<file path="src/rtl/booth_mult_seq.sv">
// Sequential radix-4 Booth multiplier, one Booth digit per clock, signed or unsigned operands.
// Start/busy/done handshake; the product register holds its value until the next operation completes.
//
// state  | meaning
// IDLE   | waiting for start, busy=0, done=0
// RUN    | iterating Booth digits, busy=1
// DONE   | product valid, done=1 for one cycle; start here re-enters RUN directly
module booth_mult_seq #(
  parameter int WIDTH = 32
) (
  input  logic                 clk,
  input  logic                 rst_b,
  input  logic                 start,
  input  logic                 signed_mode,
  input  logic [WIDTH-1:0]     x,
  input  logic [WIDTH-1:0]     y,
  output logic                 busy,
  output logic                 done,
  output logic [2*WIDTH-1:0]   product
);

  localparam int AW = WIDTH + 2;
  localparam int CW = $clog2(WIDTH/2 + 2);
  localparam logic [CW-1:0] LAST_SIGNED   = CW'(WIDTH/2 - 1);
  localparam logic [CW-1:0] LAST_UNSIGNED = CW'(WIDTH/2);

  typedef enum logic [1:0] {
    S_IDLE = 2'd0,
    S_RUN  = 2'd1,
    S_DONE = 2'd2
  } state_t;

  state_t state, state_nxt;

  logic [AW-1:0] m_reg;
  logic [AW-1:0] a_reg;
  logic [AW-1:0] q_reg;
  logic          q_m1;
  logic [CW-1:0] cnt;
  logic          mode_reg;

  logic          load;
  logic          last_iter;
  logic [CW-1:0] last_cnt;

  logic [2:0]    digit;
  logic [AW-1:0] mult;
  logic          neg;
  logic [AW-1:0] addend;
  logic [AW-1:0] a_sum;
  logic [2*AW:0] sh;
  logic [AW-1:0] a_shift;
  logic [AW-1:0] q_shift;
  logic          qm1_shift;

  logic [2*WIDTH-1:0] prod_s;
  logic [2*WIDTH-1:0] prod_u;

  logic [AW-1:0] m_load;
  logic [AW-1:0] q_load;

  assign load      = start && (state != S_RUN);
  assign last_cnt  = mode_reg ? LAST_SIGNED : LAST_UNSIGNED;
  assign last_iter = (state == S_RUN) && (cnt == last_cnt);

  assign m_load = signed_mode ? {{2{x[WIDTH-1]}}, x} : {2'b00, x};
  assign q_load = signed_mode ? {{2{y[WIDTH-1]}}, y} : {2'b00, y};

  // State register
  always_ff @(posedge clk or negedge rst_b) begin
    if (!rst_b) begin
      state <= S_IDLE;
    end else begin
      state <= state_nxt;
    end
  end

  // Next-state logic
  always_comb begin
    state_nxt = state;
    case (state)
      S_IDLE:  state_nxt = start ? S_RUN : S_IDLE;
      S_RUN:   state_nxt = last_iter ? S_DONE : S_RUN;
      S_DONE:  state_nxt = start ? S_RUN : S_IDLE;
      default: state_nxt = S_IDLE;
    endcase
  end

  // Output decode
  always_comb begin
    busy = 1'b0;
    done = 1'b0;
    case (state)
      S_RUN:   busy = 1'b1;
      S_DONE:  done = 1'b1;
      default: begin
        busy = 1'b0;
        done = 1'b0;
      end
    endcase
  end

  // Booth digit decode: selects 0, M or 2M and whether to subtract
  assign digit = {q_reg[1:0], q_m1};

  always_comb begin
    mult = '0;
    neg  = 1'b0;
    case (digit)
      3'b001, 3'b010: mult = m_reg;
      3'b011:         mult = {m_reg[AW-2:0], 1'b0};
      3'b100: begin
        mult = {m_reg[AW-2:0], 1'b0};
        neg  = 1'b1;
      end
      3'b101, 3'b110: begin
        mult = m_reg;
        neg  = 1'b1;
      end
      default: begin
        mult = '0;
        neg  = 1'b0;
      end
    endcase
  end

  assign addend = neg ? ~mult : mult;
  assign a_sum  = a_reg + addend + {{(AW-1){1'b0}}, neg};

  assign sh        = {{2{a_sum[AW-1]}}, a_sum[AW-1:1], a_sum[0], q_reg, q_m1} >> 2;
  assign a_shift   = sh[2*AW:AW+1];
  assign q_shift   = sh[AW:1];
  assign qm1_shift = sh[0];

  // Signed runs shift only WIDTH bits, so two stale multiplier bits remain at the bottom of Q
  assign prod_s = {a_shift[WIDTH-1:0], q_shift[AW-1:2]};
  assign prod_u = {a_shift[WIDTH-3:0], q_shift};

  always_ff @(posedge clk or negedge rst_b) begin
    if (!rst_b) begin
      m_reg    <= '0;
      a_reg    <= '0;
      q_reg    <= '0;
      q_m1     <= 1'b0;
      cnt      <= '0;
      mode_reg <= 1'b0;
      product  <= '0;
    end else if (load) begin
      m_reg    <= m_load;
      a_reg    <= '0;
      q_reg    <= q_load;
      q_m1     <= 1'b0;
      cnt      <= '0;
      mode_reg <= signed_mode;
    end else if (state == S_RUN) begin
      a_reg <= a_shift;
      q_reg <= q_shift;
      q_m1  <= qm1_shift;
      cnt   <= cnt + 1'b1;
      if (last_iter) begin
        product <= mode_reg ? prod_s : prod_u;
      end
    end
  end

endmodule

</file>
<file path="config.mk">
export PLATFORM = sky130hd
export DESIGN_NAME = booth_mult_seq
export DESIGN_NICKNAME = d
export VERILOG_FILES = /design/src/rtl/booth_mult_seq.sv
export SDC_FILE = /design/constraint.sdc
export NUM_CORES = 1
export LEC_CHECK = 0
export BUFFER_PORTS_ARGS = -buffer_cell sky130_fd_sc_hd__buf_2
export CAP_MARGIN = 0
export CORE_MARGIN = 1
export CORE_UTILIZATION = 30
export CTS_CLUSTER_SIZE = 20
export DETAILED_ROUTE_END_ITERATION = 8
export GPL_TIMING_DRIVEN = 0
export PLACE_DENSITY = 0.55
export SLEW_MARGIN = 40
export SYNTH_ARGS = -nofsm -noshare
export SYNTH_HDL_FRONTEND = slang
export SYNTH_SLANG_ARGS = --single-unit
</file>
<file path="constraint.sdc">
create_clock -name clk -period 4.7 [get_ports clk]
set_clock_uncertainty 0.1 [all_clocks]
set_input_delay 1.175 -clock clk [delete_from_list [all_inputs] [get_ports clk]]
set_output_delay 1.175 -clock clk [all_outputs]
set_load 0.01 [all_outputs]
</file>
==> results of run 1 <==
[stage by stage]
| stage | instance area, µm² | TNS, ns | hold WS, ns | instances | util |
|---|---|---|---|---|---|
| floorplan | 9800 | 0 | 0.366 | 1027 | - |
| global placement | 11000 | -94.44 | 0.363 | 1595 | 0.345 |
| detailed placement | 11100 | -1.61 | 0.369 | 1597 | 0.348 |
| CTS | 11700 | 0 | 0.385 | 1628 | 0.367 |
| global route | 11700 | 0 | 0.397 | 1629 | 0.368 |
| finish | 11700 | 0 | 0.377 | 1629 | 0.368 |
[cells in the final DEF, fill, tap and decap left out, drive strengths merged, types with 8 or more instances in the layout]
master,netlist,routed
nand2,161,161
nor2,37,37
mux2,34,34
mux2i,75,75
buf,17,151
inv,14,23
clkbuf,47,64
o21ai,139,139
o211ai,8,8
nor3,10,10
xor2,44,44
nand3,34,34
a22oi,33,33
xnor2,20,20
a21oi,39,39
dfrtp,172,172
ha,37,37
[final cells by class]
class	instances	area, µm²	share of cell area
Multi-Input combinational cell	776	5190	0.443
Sequential cell	172	4300	0.367
Timing Repair Buffer	135	731	0.0623
Tap cell	435	544	0.0464
Clock buffer	17	425	0.0363
Buffer	63	282	0.0240
Clock inverter	15	191	0.0163
Inverter	15	56.3	0.00480
Antenna cell	1	2.50	0.000213
[kinds of logic after synthesis]
kind of cell,Yosys count
AND/OR/NAND/NOR,280
adder cells (fa/ha/maj),38
XOR/XNOR,64
multiplexers,109
buffers and inverters,79
AO/OA/AOI/OAI,285
flip-flops,172
[repair_timing]
action / 4_1_cts / 5_1_grt
hold endpoints to repair: 0 / 0
setup endpoints to repair: 8 / 15
resized for setup: 3 / 8
[worst max-delay path by stage]
stage	endpoint	slack [ns]	cells past startpoint
6_report	product[51]	0.25	16
5_1_grt	product[58]	0.03	16
4_1_cts	product[53]	0.05	15
3_5_place_dp	product[63]	-0.37	16
3_3_place_gp	m_reg[21]	-0.55	1
2_1_floorplan	product[60]	0.87	15
[layer usage]
| layer | global-route usage | vias up | part of all wire |
|---|---|---|---|
| li1 | - | 3984 | - |
| met1 | 0.253 | 3988 | 0.49 |
| met3 | 0.0264 | 26 | 0.036 |
| met2 | 0.276 | 168 | 0.46 |
| met4 | 0.0513 | 0 | 0.014 |
| met5 | 0 | - | 0 |
[tightest hold or removal path, cell delays in order, from the launching register on]
cell and delay [ns]:
dfrtp_1 0.34, nand2_1 0.05, o21ai_0 0.06
==> reports/results.ini, run 1 <==
[clocking]
htree_levels = 4
clk_pin_slew_ns = 0.07
cts_buffers = 17
cts.path.max_buffers = 2
post-cts-setup-buffers = 0
cts_hold_buf = 0
tritoncts = yes
cts_root_buf = clkbuf_16
numClockSinks = 172
insertion_delay_ns = 0.44

[placement]
dp_slack_ns = -0.367
io_buffers = 133
place_congestion = 0.878
hpwl_mm = 21.6

[timing]
fin_ws_ns = 0.254
setup_viol = 0
hold_violations = 0
worst_pin_slew_ns = 0.797
rsz0062_at_grt = no
max_clock_freq_mhz = 225
period_share = 0.946
fin_crit_ns = 4.45
max_slew_margin = 0.468
maxSlewViolCount = 0

[worst_setup_path]
worst_setup_path_end_kind = flop
slowest_stage = xnor2_1
reg2reg_slack_ns = 0.25
rr_worst_depth = 16
critPathTopFamily = compound AO/OA/AOI/OAI gates
worst-path-buf-inv = 3
worstSetupStartpoint = q_m1
setup.worst_path.start_class = flop
r2r-end = product[51]
path_cells = inv_1, ha_2, mux2_2, clkbuf_1, a22oi_1, xor2_1, ha_1, buf_2, nand4_1, nor3_1, a21oi_2, o21ai_2, a21boi_0, xnor2_1, mux2i_1, o21ai_0
cp_max_fo = 10
required_ns = 4.95
max_stage_delay_ns = 0.48
arrival_ns = 4.70
timing.rr.start = q_m1
criticalPathCategory = reg2reg

[yosys]
syn_avg_cell_area_um2 = 9.55
async_reset_ff_frac = 1.00
synth_top_family_by_area = compound AO/OA/AOI/OAI gates
synth_commonest_cells = dfrtp_1, nand2_1, o21ai_0, mux2i_1, clkbuf_1
yosys_warnings = 0
synth_xor_area_frac = 0.0572
synth-simple-area-share = 0.124
synth.top_cell.area_share = 0.439
synth_fp_nets = 1133
netlist-cell-type-count = 65
synth-compound-area-share = 0.181
yosysTopAreaCell = dfrtp_1
synth_edf_count = 0
postSynthCellCount = 1027
synthMostInstantiatedCell = dfrtp_1
synthFlopType = dfrtp_1
yosysSeqAreaShare = 0.439
syn-cell-area_mm2 = 0.00980
synthMuxAreaShare = 0.116
synth_adder_area_share = 0.0493
ys_ff_latch = 172
synth_area_leaders = dfrtp_1, mux2i_1, o21ai_0, nand2_1, ha_1

[drt]
vias_per_cell = 5.01
postRouteAntennaNets = 0
route.vias.total = 8166
avgRoutedWirePerCell_um = 17.7
wirelength_mm = 28.8
drtIter0Drc = 511
first_pass_iters = 5
drc_errors = 0

[die]
floorplan.initialDensity = 0.308
die_h_um = 183
dieArea_mm2 = 0.0334
ios = 134
num_rows = 65
die_w_um = 183
core-area_mm2 = 0.0319

[layout]
fin_nets = 1286
area_growth_pct = 19.6
drive_gt1_frac = 0.198
largest_register_ffs = 64
fillers = 3321

[global_routing]
grt_usage = 0.177
grt_pass1_vias = 8101
grt_pass1_wl_mm = 45.5
grt_start_max_net_pins = 67
antenna_found_initial = 1
overflow = 0

[run_status]
status = finished clean

[flow_run]
max_cap_viol_count = 0

[min_path]
min_path_type = reg2reg
holdPathEnd = product[3]
hp-start = product[3]
worstHoldPathCells = 2

Power of run 1 is not shown: default switching activity piles up to over one toggle a cycle in this logic, so the estimate is an artifact.
==> run 2, diff against run 1 <==
Settings changed: REMOVE_ABC_BUFFERS set to 1.
==> run 2 against run 1 <==
Net effect: die area is the same; core utilization is 0.49 points lower; register-to-register slack gained 0.08 ns; sequential cell count unchanged; via count fell by 4.8%; routed wire length shrank 11%; critical path depth shrank 1; final cell count is 3.5% lower; non-clock buffer count is 56 lower.
==> reports/results.ini, run 2 (synthesized netlist as in run 1, its figures left out) <==
[die]
num_rows = 65
floorplan.initialDensity = 0.308
ios = 134
core-area_mm2 = 0.0319
die_h_um = 183
die_w_um = 183
dieArea_mm2 = 0.0334

[timing]
rsz0062_at_grt = no
maxSlewViolCount = 0
period_share = 0.929
worst_pin_slew_ns = 0.773
timing.hold.ws_ns = 0.371
max_clock_freq_mhz = 229
setup_viol = 0
fin_crit_ns = 4.37
max_slew_margin = 0.484
hold_violations = 0
fin_ws_ns = 0.334

[worst_setup_path]
rr_worst_depth = 15
timing.rr.start = q_reg[0]
slowest_stage = or4_1
path_cells = inv_1, ha_1, o31ai_4, buf_4, buf_4, xor2_1, ha_1, a21oi_2, nand2_1, a211oi_4, a211oi_2, or4_1, a31oi_1, xor2_1, a311oi_1
worst_setup_path_end_kind = flop
criticalPathCategory = reg2reg
setup.worst_path.start_class = flop
r2r-end = product[60]
max_stage_delay_ns = 0.55
arrival_ns = 4.57
required_ns = 4.91
cp_max_fo = 9
reg2reg_slack_ns = 0.33

[global_routing]
grt_pass1_vias = 7688
overflow = 0
grt_pass1_wl_mm = 41.9
grt_start_max_net_pins = 82
antenna_found_initial = 0
grt_usage = 0.159

[min_path]
worstHoldPathCells = 2
holdPathEnd = product[15]
min_path_type = reg2reg
hp-start = product[15]

[placement]
dp_cells = 1540
dpl_cell_area_mm2 = 0.0110
io_buffers = 133
place_congestion = 0.834
dp_slack_ns = 0.149
hpwl_mm = 17.5

[flow_run]
max_cap_viol_count = 0

[clocking]
cts_hold_buf = 0
clk_pin_slew_ns = 0.08
tritoncts = yes
post-cts-setup-buffers = 0
htree_levels = 4
cts_resized = 0
cts.path.max_buffers = 2
numClockSinks = 172
cts_root_buf = clkbuf_16
insertion_delay_ns = 0.46
cts_buffers = 17

[layout]
largest_register_ffs = 64
drive_gt1_frac = 0.208
finish.instance_area_mm2 = 0.0116
layout_common_cells = dfrtp_1, nand2_1, o21ai_0, buf_2, mux2i_1
fin_nets = 1230
final_common_cell = dfrtp_1
finalNonFillerCells = 1572
antennaDiodeCount = 0
area_growth_pct = 18.0

[drt]
route.vias.total = 7771
drtIter0Drc = 414
wl_met3_um = 853
wirelength_mm = 25.7
avgRoutedWirePerCell_um = 16.3
wirelength_met1_mm = 12.7
postRouteAntennaNets = 0
drc_errors = 0
first_pass_iters = 5
vias_per_cell = 4.94
wl_met2_mm = 11.7
routed.top_layer = met4

[run_status]
status = finished clean

[run 2: how the worst max path moves through the flow]
stage                        start           to  slack (ns)  cells past startpoint
after global placement    state[0]  product[60]       -5.44                      7
after global routing      q_reg[0]    a_reg[28]        0.01                     15
after detailed placement  q_reg[0]  product[63]        0.15                     14
after floorplan           q_reg[0]  product[60]       -2.01                     13
after CTS                 q_reg[0]  product[63]        0.13                     14
final                     q_reg[0]  product[60]        0.33                     15
[run 2: final cells by class]
type	count	area, µm²
fillers	3351	20300
multi-input cells	776	5230
flip-flops and latches	172	4310
repair buffers	142	831
well taps	435	544
clock buffers	18	439
clock inverters	14	150
inverters	15	65.1
[run 2: critical path, delay by kind of cell (launching register included)]
family | cells | cell delay (ns)
buf+inv | 3 | 0.61
flops | 1 | 0.41
compound gates | 6 | 1.38
simple gates | 2 | 0.65
xor+xnor | 2 | 0.49
fa+ha+maj | 2 | 0.57
[run 2: metal layers]
metal | global-route usage | vias up
met5 | 0 | -
met4 | 0.0497 | 0
met3 | 0.0298 | 28
met2 | 0.256 | 131
met1 | 0.217 | 3743
li1 | - | 3869
[run 2: stage by stage]
stage | TNS [ns] | utilization
3_3_place_gp | -501.94 | 0.337
4_1_cts | 0 | 0.362
3_5_place_dp | 0 | 0.344
2_1_floorplan | -109.33 | -
5_1_grt | 0 | 0.363
6_report | 0 | 0.363
Power of run 2 is left out for the same reason.
